### src/rtl/morse_pkg.sv
// rtl/morse_pkg.sv - shared states, symbol codes, unit thresholds and press classifier for the morse keyer
package morse_pkg;

  typedef enum logic [2:0] {
    ST_IDLE,
    ST_PRESS,
    ST_GAP,
    ST_COMMIT,
    ST_CLEAR
  } state_t;

  localparam logic [1:0] SYM_NONE = 2'b00;
  localparam logic [1:0] SYM_DOT  = 2'b01;
  localparam logic [1:0] SYM_DASH = 2'b10;

  localparam int DASH_UNITS   = 2;
  localparam int LETTER_UNITS = 3;
  localparam int WORD_UNITS   = 7;
  localparam int MAX_UNITS    = 10;

  // Map a press length in clk cycles to the symbol it represents; over-long presses yield none
  function automatic logic [1:0] classify_press(input logic [31:0] len, input logic [31:0] unit);
    logic [31:0] dash_lim;
    logic [31:0] max_lim;
    dash_lim = unit * 32'(DASH_UNITS);
    max_lim  = unit * 32'(MAX_UNITS);
    if (len < dash_lim)      classify_press = SYM_DOT;
    else if (len < max_lim)  classify_press = SYM_DASH;
    else                     classify_press = SYM_NONE;
  endfunction

endpackage

### src/rtl/morse_key_debounce.sv
// rtl/morse_key_debounce.sv - key synchroniser and stable-count debouncer with edge pulses
module morse_key_debounce #(
  parameter int DEBOUNCE_CYCLES = 50_000
) (
  input  logic clk,
  input  logic rst,
  input  logic key_in,
  output logic level,
  output logic rise,
  output logic fall
);

  localparam int DW = $clog2(DEBOUNCE_CYCLES + 1);
  localparam logic [DW-1:0] DB_LAST = DW'(DEBOUNCE_CYCLES - 1);

  logic          sync_a;
  logic          sync_b;
  logic          fill_a;
  logic          fill_b;
  logic          primed;
  logic [DW-1:0] stable_cnt;

  // Two-flop synchroniser; primed goes high once the key has been seen released after reset,
  // so a key already held through reset never produces a rise
  always_ff @(posedge clk or posedge rst) begin
    if (rst) begin
      sync_a <= 1'b0;
      sync_b <= 1'b0;
      fill_a <= 1'b0;
      fill_b <= 1'b0;
      primed <= 1'b0;
    end else begin
      sync_a <= key_in;
      sync_b <= sync_a;
      fill_a <= 1'b1;
      fill_b <= fill_a;
      primed <= primed | (fill_b & ~sync_b);
    end
  end

  // Accept a new level only after it has differed from the current one for DEBOUNCE_CYCLES cycles
  always_ff @(posedge clk or posedge rst) begin
    if (rst) begin
      level      <= 1'b0;
      rise       <= 1'b0;
      fall       <= 1'b0;
      stable_cnt <= '0;
    end else begin
      rise <= 1'b0;
      fall <= 1'b0;
      if (sync_b == level) begin
        stable_cnt <= '0;
      end else if (stable_cnt == DB_LAST) begin
        level      <= sync_b;
        stable_cnt <= '0;
        rise       <= sync_b & primed;
        fall       <= ~sync_b;
      end else begin
        stable_cnt <= stable_cnt + DW'(1);
      end
    end
  end

endmodule

### src/rtl/morse_keyer_ctrl.sv
// rtl/morse_keyer_ctrl.sv - morse keyer sequencer; MORSE_CTRL_WORD_GAP_EN enables word-gap pulses
module morse_keyer_ctrl
  import morse_pkg::*;
#(
  parameter int UNIT_CYCLES     = 1_000_000,
  parameter int DEBOUNCE_CYCLES = 50_000,
  parameter int MAX_SYMBOLS     = 6,
  parameter int CNT_W           = 24
) (
  input  logic       clk,
  input  logic       rst,
  input  logic       key_in,
  input  logic [2:0] symbol_count,
  output logic       new_dot,
  output logic       new_dash,
  output logic       clear,
  output logic       letter_valid,
  input  logic       letter_ready,
  output logic       word_gap,
  output logic       overflow,
  output logic       busy
);

  localparam logic [CNT_W-1:0] T_LETTER = CNT_W'(LETTER_UNITS * UNIT_CYCLES);
  localparam logic [CNT_W-1:0] T_MAX    = CNT_W'(MAX_UNITS * UNIT_CYCLES);
  localparam logic [2:0]       FULL     = 3'(MAX_SYMBOLS);

  state_t           state;
  logic [CNT_W-1:0] timer;
  logic             key_level;
  logic             key_rise;
  logic             key_fall;
  logic [CNT_W:0]   press_len;
  logic [1:0]       press_sym;

  morse_key_debounce #(
    .DEBOUNCE_CYCLES(DEBOUNCE_CYCLES)
  ) u_debounce (
    .clk   (clk),
    .rst   (rst),
    .key_in(key_in),
    .level (key_level),
    .rise  (key_rise),
    .fall  (key_fall)
  );

  // The timer reads 0 in the first cycle after the rise, so the press length includes that cycle
  assign press_len = {1'b0, timer} + (CNT_W + 1)'(1);
  assign press_sym = classify_press(32'(press_len), 32'(UNIT_CYCLES));
  assign busy      = (state != ST_IDLE);

  // Main sequencer: edge timing, press classification, letter handshake and overflow tracking
  always_ff @(posedge clk or posedge rst) begin
    if (rst) begin
      state        <= ST_IDLE;
      timer        <= '0;
      new_dot      <= 1'b0;
      new_dash     <= 1'b0;
      clear        <= 1'b0;
      letter_valid <= 1'b0;
      overflow     <= 1'b0;
    end else begin
      new_dot  <= 1'b0;
      new_dash <= 1'b0;
      clear    <= 1'b0;

      if (key_rise || key_fall)  timer <= '0;
      else if (timer != T_MAX)   timer <= timer + CNT_W'(1);

      case (state)
        ST_IDLE: begin
          if (key_rise) state <= ST_PRESS;
        end
        ST_PRESS: begin
          if (key_fall) begin
            state <= ST_GAP;
            if (press_sym != SYM_NONE) begin
              if (symbol_count >= FULL) begin
                overflow <= 1'b1;
              end else begin
                new_dot  <= (press_sym == SYM_DOT);
                new_dash <= (press_sym == SYM_DASH);
              end
            end
          end
        end
        ST_GAP: begin
          if (key_rise) begin
            state <= ST_PRESS;
          end else if (timer == T_LETTER && symbol_count != 3'd0) begin
            state        <= ST_COMMIT;
            letter_valid <= 1'b1;
          end else if (timer == T_MAX && !key_level) begin
            state <= ST_IDLE;
          end
        end
        ST_COMMIT: begin
          if (letter_valid && letter_ready) begin
            state        <= ST_CLEAR;
            letter_valid <= 1'b0;
            clear        <= 1'b1;
            overflow     <= 1'b0;
          end
          // A press starting here cannot be timed; record it as lost
          if (key_rise) overflow <= 1'b1;
        end
        ST_CLEAR: begin
          state <= ST_GAP;
          if (key_rise) overflow <= 1'b1;
        end
        default: state <= ST_IDLE;
      endcase
    end
  end

`ifdef MORSE_CTRL_WORD_GAP_EN
  localparam logic [CNT_W-1:0] T_WORD = CNT_W'(WORD_UNITS * UNIT_CYCLES);

  logic wg_armed;

  // Arm after a letter is cleared, fire once at the word threshold, disarm on any new press
  always_ff @(posedge clk or posedge rst) begin
    if (rst) begin
      wg_armed <= 1'b0;
      word_gap <= 1'b0;
    end else begin
      word_gap <= 1'b0;
      if (key_rise) begin
        wg_armed <= 1'b0;
      end else if (state == ST_CLEAR) begin
        wg_armed <= 1'b1;
      end else if (state == ST_GAP && wg_armed && timer == T_WORD) begin
        word_gap <= 1'b1;
        wg_armed <= 1'b0;
      end
    end
  end
`else
  assign word_gap = 1'b0;
`endif

endmodule

### config.mk
export PLATFORM = sky130hd
export DESIGN_NAME = morse_keyer_ctrl
export DESIGN_NICKNAME = d
export VERILOG_FILES = /design/src/rtl/morse_pkg.sv /design/src/rtl/morse_key_debounce.sv /design/src/rtl/morse_keyer_ctrl.sv
export SDC_FILE = /design/constraint.sdc
export NUM_CORES = 1
export LEC_CHECK = 0
export ABC_AREA = 0
export ABC_CLOCK_PERIOD_IN_PS = 3000
export CAP_MARGIN = 40
export CORE_MARGIN = 2
export CORE_UTILIZATION = 60
export CTS_CLUSTER_DIAMETER = 30
export DETAILED_ROUTE_END_ITERATION = 8
export DONT_BUFFER_PORTS = 1
export GPL_TIMING_DRIVEN = 0
export HOLD_SLACK_MARGIN = 0.12
export PLACE_DENSITY = 0.75
export SLEW_MARGIN = 20
export SYNTH_ARGS = -nofsm -noshare
export SYNTH_HDL_FRONTEND = slang
export SYNTH_SLANG_ARGS = --single-unit
### constraint.sdc
create_clock -name clk -period 3 [get_ports clk]
set_input_delay 0.75 -clock clk [delete_from_list [all_inputs] [get_ports clk]]
set_output_delay 0.75 -clock clk [all_outputs]
set_load 0.02 [all_outputs]
Yosys cells after proc, flatten, opt, wreduce, memory -nomap -nowiden

Cells that the tools add are included.

Flip-flop bits (word level): 56
Bits of input ports: 7
Output and inout bits: 7
Word-level logic and storage cells: 101

Add/sub/neg operators: 3
$lt $le $gt $ge: 3
Equal/unequal tests: 21
Multiplexer cells: 37
Bitwise gates (word level): 5
Reduce and logical (&&, ||, !) cells: 16

Operators with widths:

| operator              | count |
|---|---|
| $mux 24               | 2 |
| $mux 16               | 2 |
| $add 24x1->25 const B | 1 |
| $lt 25x21->1 const B  | 1 |
| $lt 25x24->1 const B  | 1 |
| $add 24x1->24 const B | 1 |
| $eq 24x22->1 const B  | 1 |
| $eq 24x24->1 const B  | 1 |
| $ne 24x24->1 const B  | 1 |
| $mux 1                | 22 |
| $mux 3                | 6 |
| $add 16x1->16 const B | 1 |
| $eq 16x16->1 const B  | 1 |
| $pmux 3 s5            | 1 |
| $ne 2x2->1 const B    | 5 |
| $reduce_bool 3->1     | 3 |
| $reduce_and 4->1      | 2 |
| $eq 3x2->1 const B    | 2 |
| $ne 2x1->1 const B    | 3 |
| $reduce_and 6->1      | 1 |
| $reduce_bool 2->1     | 3 |
| $mux 2                | 2 |
| $ne 4x3->1 const B    | 1 |
| $eq 3x1->1 const B    | 1 |
| 16 further kinds      | 20 |

Depth between registers and ports, before layout

Gate-level depths: netlist of the first run.

Depth after elaboration: 9
Depth in mapped cells: 10
Mapped depth without buffers: 10

By module

From an unflattened synthesis of the first run, not the netlist that was laid out.

Cells, all modules: 370
Area, all modules: 3412.0 um^2

Modules (own cells, without submodules):

| module             | times used | cells an instance | area an instance (um^2) | sequential area each (um^2) |
|---|---|---|---|---|
| morse_keyer_ctrl   | 1          | 271               | 2334.7                  | 800.8 |
| morse_key_debounce | 1          | 99                | 1077.3                  | 600.6 |

Worst setup path before layout of the first run

No wires, ideal clock.

Path type: reg-to-reg
Start: register timer[21]
End: register new_dot
Setup time: 0.118 ns
Arrival: 2.354 ns
Data required time: 2.882 ns
Slack: 0.528 ns
Cell stages (with the launch flop): 10
Buffers on the path: 1
Clock period less this slack: 2.472 ns
Path through: dfrtp_1 buf_6 or4_1 or4_4 o21ai_4 mux2i_1 a211oi_2 a221oi_2 nor4_2 nor2b_1

Cells in the longest elaborated chain, start to end: 9
Elaborated cells between the ends (all ways): 11
Those cells by class: add/sub (1); order compare (2); eq/ne (1); mux (6); reduce/logical (1)

Ends and longest elaborated chain:

| element                | RTL line               | source |
|---|---|---|
| start, declared        | morse_keyer_ctrl.sv:29 | `logic [CNT_W-1:0] timer;` |
| start signal, assigned | morse_keyer_ctrl.sv:68 | `else if (timer != T_MAX) timer <= timer + CNT_W'(1);` |
| $add 24x1->25 *        | morse_keyer_ctrl.sv:48 | `assign press_len = {1'b0, timer} + (CNT_W + 1)'(1);` |
| $lt 25x24->1           | morse_pkg.sv:28        | `else if (len < max_lim) classify_press = SYM_DASH;` |
| $mux 2                 | morse_pkg.sv:28        |  |
| $mux 2 *               | morse_pkg.sv:27        | `if (len < dash_lim) classify_press = SYM_DOT;` |
| $eq 2x1->1             | morse_keyer_ctrl.sv:81 | `new_dot <= (press_sym == SYM_DOT);` |
| $mux 1                 | morse_keyer_ctrl.sv:78 | `if (symbol_count >= FULL) begin` |
| $mux 1 *               | morse_keyer_ctrl.sv:77 | `if (press_sym != SYM_NONE) begin` |
| $mux 1 *               | morse_keyer_ctrl.sv:75 | `if (key_fall) begin` |
| $mux 1 *               | morse_keyer_ctrl.sv:70 | `case (state)` |
| end signal, assigned   | morse_keyer_ctrl.sv:81 |  |
| end, declared          | morse_keyer_ctrl.sv:14 | `output logic new_dot,` |

Every way passes the cells marked *; elsewhere a longest branch is shown, timed or not.
A chain may end at the register's enable or synchronous reset.

Worst setup path in the final report of the first run

Start: register timer[0]
End: register overflow

Cells in the longest elaborated chain, start to end: 7
Elaborated cells between the ends (all ways): 8
Those cells by class: add/sub (1); order compare (2); eq/ne (1); mux (2); reduce/logical (2)

Ends and longest elaborated chain:

| element                             | RTL line                | source |
|---|---|---|
| $add 24x1->25 *                     | morse_keyer_ctrl.sv:48  |  |
| $lt 25x24->1                        | morse_pkg.sv:28         |  |
| $mux 2                              | morse_pkg.sv:28         |  |
| $mux 2 *                            | morse_pkg.sv:27         |  |
| $reduce_bool 2->1 *                 | morse_keyer_ctrl.sv:77  |  |
| $ne 2x2->1 (no source line) *       | --                      |  |
| $reduce_and 6->1 (no source line) * | --                      |  |
| end signal, assigned                | morse_keyer_ctrl.sv:79  | `overflow <= 1'b1;` |
| end signal, assigned                | morse_keyer_ctrl.sv:102 | `overflow <= 1'b0;` |
| end signal, assigned                | morse_keyer_ctrl.sv:105 | `if (key_rise) overflow <= 1'b1;` |
| end, declared                       | morse_keyer_ctrl.sv:20  | `output logic overflow,` |

Marks and branches as above.

==> flow_summary.ini, run 1 <==
[placement]
dp.cells = 428
gp_congestion = 0.876
io_buffers = 0
dp_hpwl_mm = 4.74

[power]
power_leakage_nw = 1.42
power_density_mw_per_mm2 = 357
finalPower_mw = 1.23
peakVddDrop_uv = 241

[setup_path]
worstSetupEndpointType = flop
critical_path_class = flop to flop
cp.arrival_ns = 3.01
crit_path_start_kind = flop
path_max_fanout = 8
cp_data_required_time_ns = 3.21

[cells_and_area]
multi_input_area_mm2 = 0.00170
post-route-util_pct = 66.8
stdcell_count = 439
regArea_mm2 = 0.00140
mostFrequentLayoutCells = 56 x nor2_1, 56 x dfrtp_1, 23 x nand2_1
nets = 378
syn2layout_area_growth_pct = 6.52
n_antenna_cell = 0
fillers = 424
drive_gt1_share_pct = 9.49

[sta]
fin_skew_ns = 0.0160
timing.final.crit_share_pct = 93.5
fmax_ghz = 0.356
worst_pin_slew_ns = 0.664
setup_viol = 0
rsz0062_at_grt = false
fin_setup_tns_ns = 0
hold_violations = 0
timing.slew.headroom_pct = 55.8
fin_crit_ns = 2.81
slew_violations = 0

[die]
dieArea_mm2 = 0.00601
boundaryPins = 14
dieWidth_um = 77.6
die_h_um = 77.6
initial_core_util_pct = 62.7
core_mm2 = 0.00517
rows = 26

[routing]
num_vias = 2638
drtPass1Iterations = 4
ant_nets = 0
via_per_inst = 6.01
finalWirelength_mm = 6.77
drc = 0
wire_per_inst_um = 15.4
drt_iter0_markers = 233

[clock_network]
clkSlewWorstSetupHoldPaths_ns = 0.12
clock_tree.buffer_depth = 2
cts_num_sinks = 56
cts_tree = yes
cts_buffers = 5
insertion_delay_ns = 0.33
hold_buffers = 0
cts-root-buf = clkbuf_8
cts_htree_levels = 2

[synth]
synth_area_mm2 = 0.00325
synthCells = 358
ys_types = 58
synth_seq_cells = 56
ys_seq_area_share_pct = 43.2
synthArstFlopShare_pct = 100
syn_avg_cell_area_um2 = 9.07
ys.flop_type = dfrtp_1
ys_warn_count = 0
synth_edf_count = 0
synth_nets = 368

[global_routing]
antenna_found_initial = 0
grt_remaining_overflow = 0
grt_first_pass_wirelength_mm = 12.0
track_usage_pct = 24.8
grt_pass1_vias = 2532
grt_max_degree = 57

[min_path]
hp-class = flop to flop

[run]
max_cap_viol_count = 0

[status]
outcome = finished, final reports clean
cell families after synthesis:
group,after synthesis,share of synthesized area (%)
flip-flops,56,43.2
other,2,0.231
adder cells (fa/ha/maj),3,1.16
buffers and inverters,33,4.47
AO/OA/AOI/OAI,44,10.2
multiplexers,1,0.308
AND/OR/NAND/NOR,182,30.5
XOR/XNOR,37,9.98
Yosys cell counts, types with 2 or more instances:
cell type,instances,area (um2)
dfrtp_1,56,1400
nor2_1,56,210
nand2_1,23,86.3
nand3_1,20,100
xnor2_1,20,175
xor2_1,17,149
clkbuf_1,16,60.1
and3_1,12,75.1
nor3_1,12,60.1
nand4_1,11,68.8
inv_1,8,30.0
o21ai_0,8,40.0
a21oi_1,7,35.0
nor4_1,7,43.8
nor4b_1,7,61.3
or3_1,6,37.5
buf_2,5,25.0
nor2b_1,4,25.0
nor3b_1,4,30.0
o31ai_1,4,30.0
or2_2,4,25.0
a21o_1,3,22.5
ha_1,3,37.5
o211ai_1,3,22.5
a211o_1,2,17.5
a221oi_2,2,30.0
a22oi_1,2,15.0
and2_1,2,12.5
buf_4,2,15.0
conb_1,2,7.51
nand3b_1,2,15.0
nor3_4,2,32.5
critical path: stages (launching register included):
cell and delay (ns):
dfrtp_1 0.45, ha_1 0.35, nand3_1 0.17, nor3_2 0.51, xnor2_1 0.24, a211o_1 0.31
o211ai_1 0.14, a221oi_2 0.11, o211ai_1 0.27, a31oi_1 0.14
path summary, 6_finish.rpt:
path,slack [ns],end,cells past startpoint,startpoint
min,0.37,u_debounce.fill_b,0,u_debounce.fill_a
min in group asynchronous,0.38,state[2],1,rst
max reg2reg,0.19,overflow,9,timer[0]
max,0.19,overflow,9,timer[0]
max in group asynchronous,2.17,u_debounce.stable_cnt[6],1,rst
min reg2reg,0.37,u_debounce.fill_b,0,u_debounce.fill_a
metrics by stage:
stage          hold WS, ns  cell area, um2  setup WS, ns
2_1_floorplan        0.331            3250         0.528
3_3_place_gp         0.334            3330         0.175
3_5_place_dp         0.338            3340         0.151
4_1_cts              0.374            3430         0.151
5_1_grt              0.382            3460       0.00879
6_report             0.372            3460         0.195
flip-flops by register name (all words and copies together), names as in the netlist:
register,flops
timer,24
u_debounce.stable_cnt,16
state,3
clear,1
letter_valid,1
new_dash,1
new_dot,1
overflow,1
u_debounce.fall,1
u_debounce.fill_a,1
u_debounce.fill_b,1
u_debounce.level,1
u_debounce.primed,1
u_debounce.rise,1
u_debounce.sync_a,1
u_debounce.sync_b,1
area by class of cell:
type | count | share of cell area (%)
Clock inverter | 3 | 0.724
Timing Repair Buffer | 3 | 0.651
Tap cell | 70 | 2.53
Clock buffer | 5 | 1.99
Sequential cell | 56 | 40.5
Buffer | 25 | 3.33
Multi-Input combinational cell | 269 | 49.3
Inverter | 8 | 0.941
where the power goes:
group | switching (mW) | internal, mW | total (mW)
Combinational | 0.0214 | 0.00538 | 0.0268
Clock | 0.272 | 0.171 | 0.443
Sequential | 0.00413 | 0.760 | 0.764
metal layers:
layer	vias to the layer above	track usage, %	wire [um]
met5	-	0	0
met2	88	39.2	3160
met1	1260	34.7	3110
met4	0	8.04	120
met3	17	4.77	375
li1	1273	-	-
what timing repair did:
item,4_1_cts,5_1_grt
endpoints found under the setup margin,0,3
endpoints found under the hold margin,0,0
buffers inserted,0,3
gates resized for setup,0,1
No activity file was read; power rests on OpenSTA's default activity.
==> inputs of run 2 (changes only) <==
--- a/config.mk
+++ b/config.mk
@@ -9,6 +9,8 @@
 export ABC_CLOCK_PERIOD_IN_PS = 3000
 export CAP_MARGIN = 40
+export CELL_PAD_IN_SITES_DETAIL_PLACEMENT = 0
+export CELL_PAD_IN_SITES_GLOBAL_PLACEMENT = 1
 export CORE_MARGIN = 2
-export CORE_UTILIZATION = 60
+export CORE_UTILIZATION = 49
 export CTS_CLUSTER_DIAMETER = 30
 export DETAILED_ROUTE_END_ITERATION = 8
@@ -16,5 +18,5 @@
 export GPL_TIMING_DRIVEN = 0
 export HOLD_SLACK_MARGIN = 0.12
-export PLACE_DENSITY = 0.75
+export PLACE_DENSITY = 0.78
 export SLEW_MARGIN = 20
 export SYNTH_ARGS = -nofsm -noshare
==> constraint.sdc (replaced) <==
create_clock -name clk -period 3 [get_ports clk]
set_input_delay 0.75 -clock clk [delete_from_list [all_inputs] [get_ports clk]]
set_output_delay 0.75 -clock clk [all_outputs]
set_load 0.1 [all_outputs]
==> flow_summary.ini, run 2 (synthesized netlist as in run 1, its figures left out) <==
[status]
outcome = finished, final reports clean

[routing]
drc = 0
drtPass1Iterations = 4
finalWirelength_mm = 6.98
ant_nets = 0
num_vias = 2600
wire_per_inst_um = 15.6
drt_iter0_markers = 125
via_per_inst = 5.79

[sta]
hold_ws_ns = 0.358
fmax_ghz = 0.360
timing.slew.headroom_pct = 42.1
fin_setup_tns_ns = 0
slew_violations = 0
setup_viol = 0
hold_violations = 0
rsz0062_at_grt = false
fin_skew_ns = 0.00539
timing.final.crit_share_pct = 92.7
fin_crit_ns = 2.78
worst_pin_slew_ns = 0.869

[setup_path]
cp.arrival_ns = 3.01
cp_slowest_cell = or4_1
path_max_fanout = 8
critical_path_class = flop to flop
cp_data_required_time_ns = 3.23
r2r_slack_ns = 0.22
r2r_cells = 9
critPathMaxStageDelay_ns = 0.54
path_cells = buf_6, or4_1, or4_4, o21ai_4, a211o_1, o211ai_1, a221oi_2, o211ai_1, a31oi_1
crit_path_start_kind = flop
cpMostUsedCell = o211ai_1
regToRegEndpoint = overflow
worstSetupEndpointType = flop
r2r_start = timer[21]
cp-startpoint = timer[21]

[global_routing]
track_usage_pct = 20.8
grt_max_degree = 57
antenna_found_initial = 0
grt_pass1_vias = 2566
grt_remaining_overflow = 0
grt_first_pass_wirelength_mm = 12.4

[clock_network]
cts_buffers = 5
insertion_delay_ns = 0.30
clkSlewWorstSetupHoldPaths_ns = 0.10
clock_tree.buffer_depth = 2
cts_tree = yes
cts_num_sinks = 56
cts-root-buf = clkbuf_8
hold_buffers = 0
cts_htree_levels = 2

[cells_and_area]
top_regs = timer x24, u_debounce.stable_cnt x16, state x3
design_area_mm2 = 0.00358
n_antenna_cell = 0
mostFrequentLayoutCells = 56 x nor2_1, 56 x dfrtp_1, 23 x nand2_1
syn2layout_area_growth_pct = 10.3
largest_reg_flops = 24
drive_gt1_share_pct = 9.95
nets = 382
stdcell_count = 449
regMostFlops = timer

[placement]
dp.cells = 440
io_buffers = 0
dp_hpwl_mm = 5.03
place_area_mm2 = 0.00342
gp_congestion = 0.833

[die]
initial_core_util_pct = 50.8
boundaryPins = 14
core_mm2 = 0.00639
rows = 29
dieWidth_um = 85.4
dieArea_mm2 = 0.00729
die_h_um = 85.4

[power]
power_density_mw_per_mm2 = 382
power.switching_mw = 0.274
internal_power_mw = 1.09
swShare_pct = 20.0
combPwrFrac_pct = 2.3
peakVddDrop_uv = 208
pwr-share-seq_pct = 55.8
power.share.clock_pct = 41.9
power_leakage_nw = 1.49

[min_path]
hold-path-cell-count = 0
whs_endpoint = u_debounce.fill_b
hp-class = flop to flop
hp-start = u_debounce.fill_a

[run]
max_cap_viol_count = 0
==> run 2: worst max path at each step <==
stage / depth (start not counted) / to
5_1_grt: 8 / overflow
6_report: 9 / overflow
3_3_place_gp: 10 / overflow
4_1_cts: 10 / overflow
2_1_floorplan: 9 / new_dot
3_5_place_dp: 8 / overflow
==> run 2: power groups by stage <==
stage	Sequential, mW	Combinational (mW)	Clock, mW
2_1_floorplan	0.778	0.0257	0
3_3_place_gp	0.779	0.0321	0
3_5_place_dp	0.779	0.0331	0
4_1_cts	0.764	0.0331	0.595
5_1_grt	0.765	0.0369	0.619
6_report	0.764	0.0309	0.573
==> run 2: area by class of cell <==
type | count | area [um2]
plain buffers | 25 | 115
clock buffers | 5 | 68.8
clock inverters | 2 | 60.1
fillers | 594 | 2810
inverters | 8 | 32.5
multi-input cells | 269 | 1710
flip-flops and latches | 56 | 1400
well taps | 77 | 96.3
repair buffers | 7 | 93.8
==> run 2: per-stage QoR <==
stage	setup WS (ns)	power [mW]	utilization [%]
floorplan	0.528	0.803	-
global placement	0.135	0.811	52.3
detailed placement	0.146	0.812	53.6
CTS	0.106	1.39	55.6
global route	0.00338	1.42	56.0
finish	0.219	1.37	56.0
==> run 2: routing by layer <==
metal | GRT usage, % | vias up | wire length (um)
li1 | - | 1289 | -
met1 | 28.3 | 1266 | 3410
met2 | 36.2 | 39 | 3340
met3 | 2.43 | 6 | 172
met4 | 3.90 | 0 | 57
met5 | 0 | - | 0
==> run 2: worst max-delay path, delay by kind of cell (launching register included) <==
family                 cells  cell delay [ns]
buffers and inverters      1             0.14
AO/OA/AOI/OAI              6             1.18
AND/OR/NAND/NOR            2             1.00
flip-flops                 1             0.39
==> run 2: repair_timing <==
item / 4_1_cts / 5_1_grt
setup buffers: 0 / 2
endpoints found under the hold margin: 0 / 0
endpoints found under the setup margin: 0 / 3
resized for setup: 0 / 2
==> inputs of run 3 (changes only) <==
BUFFER_PORTS_ARGS = -buffer_cell sky130_fd_sc_hd__buf_2   (was not set)
CORE_UTILIZATION = 48   (was 49)
DONT_BUFFER_PORTS = not set   (was 1)
PLACE_DENSITY = 0.79   (was 0.78)
==> flow_summary.ini, run 3 (synthesized netlist as in run 1, its figures left out) <==
[status]
outcome = finished, final reports clean

[sta]
timing.slew.headroom_pct = 54.5
setup_viol = 0
hold_violations = 0
fin_setup_tns_ns = 0
rsz0062_at_grt = false
fin_crit_ns = 2.84
worst_pin_slew_ns = 0.682
timing.final.crit_share_pct = 94.5
slew_violations = 0
fmax_ghz = 0.353
fin_skew_ns = 0.0171

[cells_and_area]
drive_gt1_share_pct = 12.1
mostFrequentLayoutCells = 56 x dfrtp_1, 55 x nor2_1, 23 x nand2_1
layout_commonest_cell = dfrtp_1
syn2layout_area_growth_pct = 8.48
nets = 388
top_regs = timer x24, u_debounce.stable_cnt x16, state x3
stdcell_count = 456
regMostFlops = timer
n_antenna_cell = 0
largest_reg_flops = 24

[routing]
num_vias = 2626
drt_iter0_markers = 204
via_per_inst = 5.76
finalWirelength_mm = 7.04
drtPass1Iterations = 4
ant_nets = 0
wire_per_inst_um = 15.4
drc = 0

[placement]
gp_congestion = 0.845
dp.cells = 447
dp_hpwl_mm = 4.90
io_buffers = 12

[setup_path]
cp_data_required_time_ns = 3.24
path_max_fanout = 9
r2r_start = timer[18]
r2r_cells = 9
cp_slowest_cell = or4_1
critPathTopFamily = simple AND/OR/NAND/NOR gates
critPathMaxStageDelay_ns = 0.52
cp.arrival_ns = 3.08
regToRegEndpoint = new_dash
cpMostUsedCell = o211ai_1
critical_path_class = flop to flop
worstSetupEndpointType = flop
path_buf_inv = 1
crit_path_start_kind = flop
path_cells = buf_2, or4_1, or4_4, o21ai_4, a211o_1, o211ai_1, a221oi_2, o211ai_1, nor3_1
r2r_slack_ns = 0.16

[clock_network]
cts_buffers = 5
insertion_delay_ns = 0.32
clkSlewWorstSetupHoldPaths_ns = 0.12
cts_htree_levels = 2
cts_tree = yes
cts-root-buf = clkbuf_8
clock_tree.buffer_depth = 2
cts_num_sinks = 56

[global_routing]
track_usage_pct = 20.1
grt_first_pass_wirelength_mm = 12.0
grt_pass1_vias = 2492
grt_remaining_overflow = 0
antenna_found_initial = 0
grt_max_degree = 57

[min_path]
hold-path-cell-count = 0
hp-start = u_debounce.fill_a
whs_endpoint = u_debounce.fill_b
hp-class = flop to flop

[power]
peakVddDrop_uv = 281
power_leakage_nw = 1.47
power_density_mw_per_mm2 = 355

[die]
dieWidth_um = 86.2
die_h_um = 86.2
dieArea_mm2 = 0.00744
rows = 29
boundaryPins = 14
initial_core_util_pct = 50.3
core_mm2 = 0.00646

[run]
max_cap_viol_count = 0
run 3: cell count changes in the layout (fill, tap and decap cells not counted), sizes merged:
cell	before	now
inv	8	9
bufinv	2	0
buf	16	22
clkinvlp	0	2
run 3: power breakdown:
group,total [mW],internal [mW],switching [mW],leakage [nW]
Combinational,0.0370,0.00802,0.0290,0.687
Sequential,0.764,0.760,0.00386,0.741
Clock,0.448,0.171,0.277,0.0423
run 3: what timing repair did:
item	CTS	global route
setup buffers	0	1
endpoints found under the setup margin	0	3
hold buffers	0	0
resized for setup	0	3
run 3: how the worst max path moves through the flow:
stage	from	endpoint	slack (ns)	cells after the start
6_report	timer[18]	new_dash	0.16	9
5_1_grt	timer[18]	new_dash	0.03	9
4_1_cts	timer[0]	overflow	0.1	10
3_5_place_dp	timer[0]	overflow	0.13	10
3_3_place_gp	timer[0]	overflow	0.07	10
2_1_floorplan	timer[21]	new_dot	0.53	9
run 3: area by class of cell:
| type | count | area [um2] |
|---|---|---|
| repair buffers | 13 | 67.6 |
| well taps | 77 | 96.3 |
| clock inverters | 3 | 26.3 |
| multi-input cells | 269 | 1710 |
| plain buffers | 25 | 115 |
| fillers | 586 | 2940 |
| flip-flops and latches | 56 | 1400 |
| inverters | 8 | 32.5 |
| clock buffers | 5 | 68.8 |
run 3: worst reg2reg max path, cell delays in order (launching register included):
cell and delay, ns:
dfrtp_1 0.37, buf_2 0.18, or4_1 0.52, or4_4 0.47, o21ai_4 0.24, a211o_1 0.15
o211ai_1 0.13, a221oi_2 0.31, o211ai_1 0.18, nor3_1 0.22
run 3: through the flow:
step           cell area (um2)  setup WS [ns]  power [mW]  hold slack, ns  utilization [%]
3_3_place_gp              3400         0.0724       0.816           0.337             52.7
3_5_place_dp              3400          0.131       0.818           0.356             52.7
2_1_floorplan             3250          0.528       0.803           0.331                -
5_1_grt                   3520         0.0294        1.30           0.369             54.5
6_report                  3520          0.164        1.25           0.358             54.5
4_1_cts                   3500         0.0953        1.26           0.368             54.2
run 3: routing by layer:
layer	GRT usage (%)	up-vias	part of all wire, %
met5	0	-	0
met3	3.33	11	4.6
li1	-	1292	-
met1	28.8	1264	49
met4	4.97	0	1.3
met2	32.1	59	45
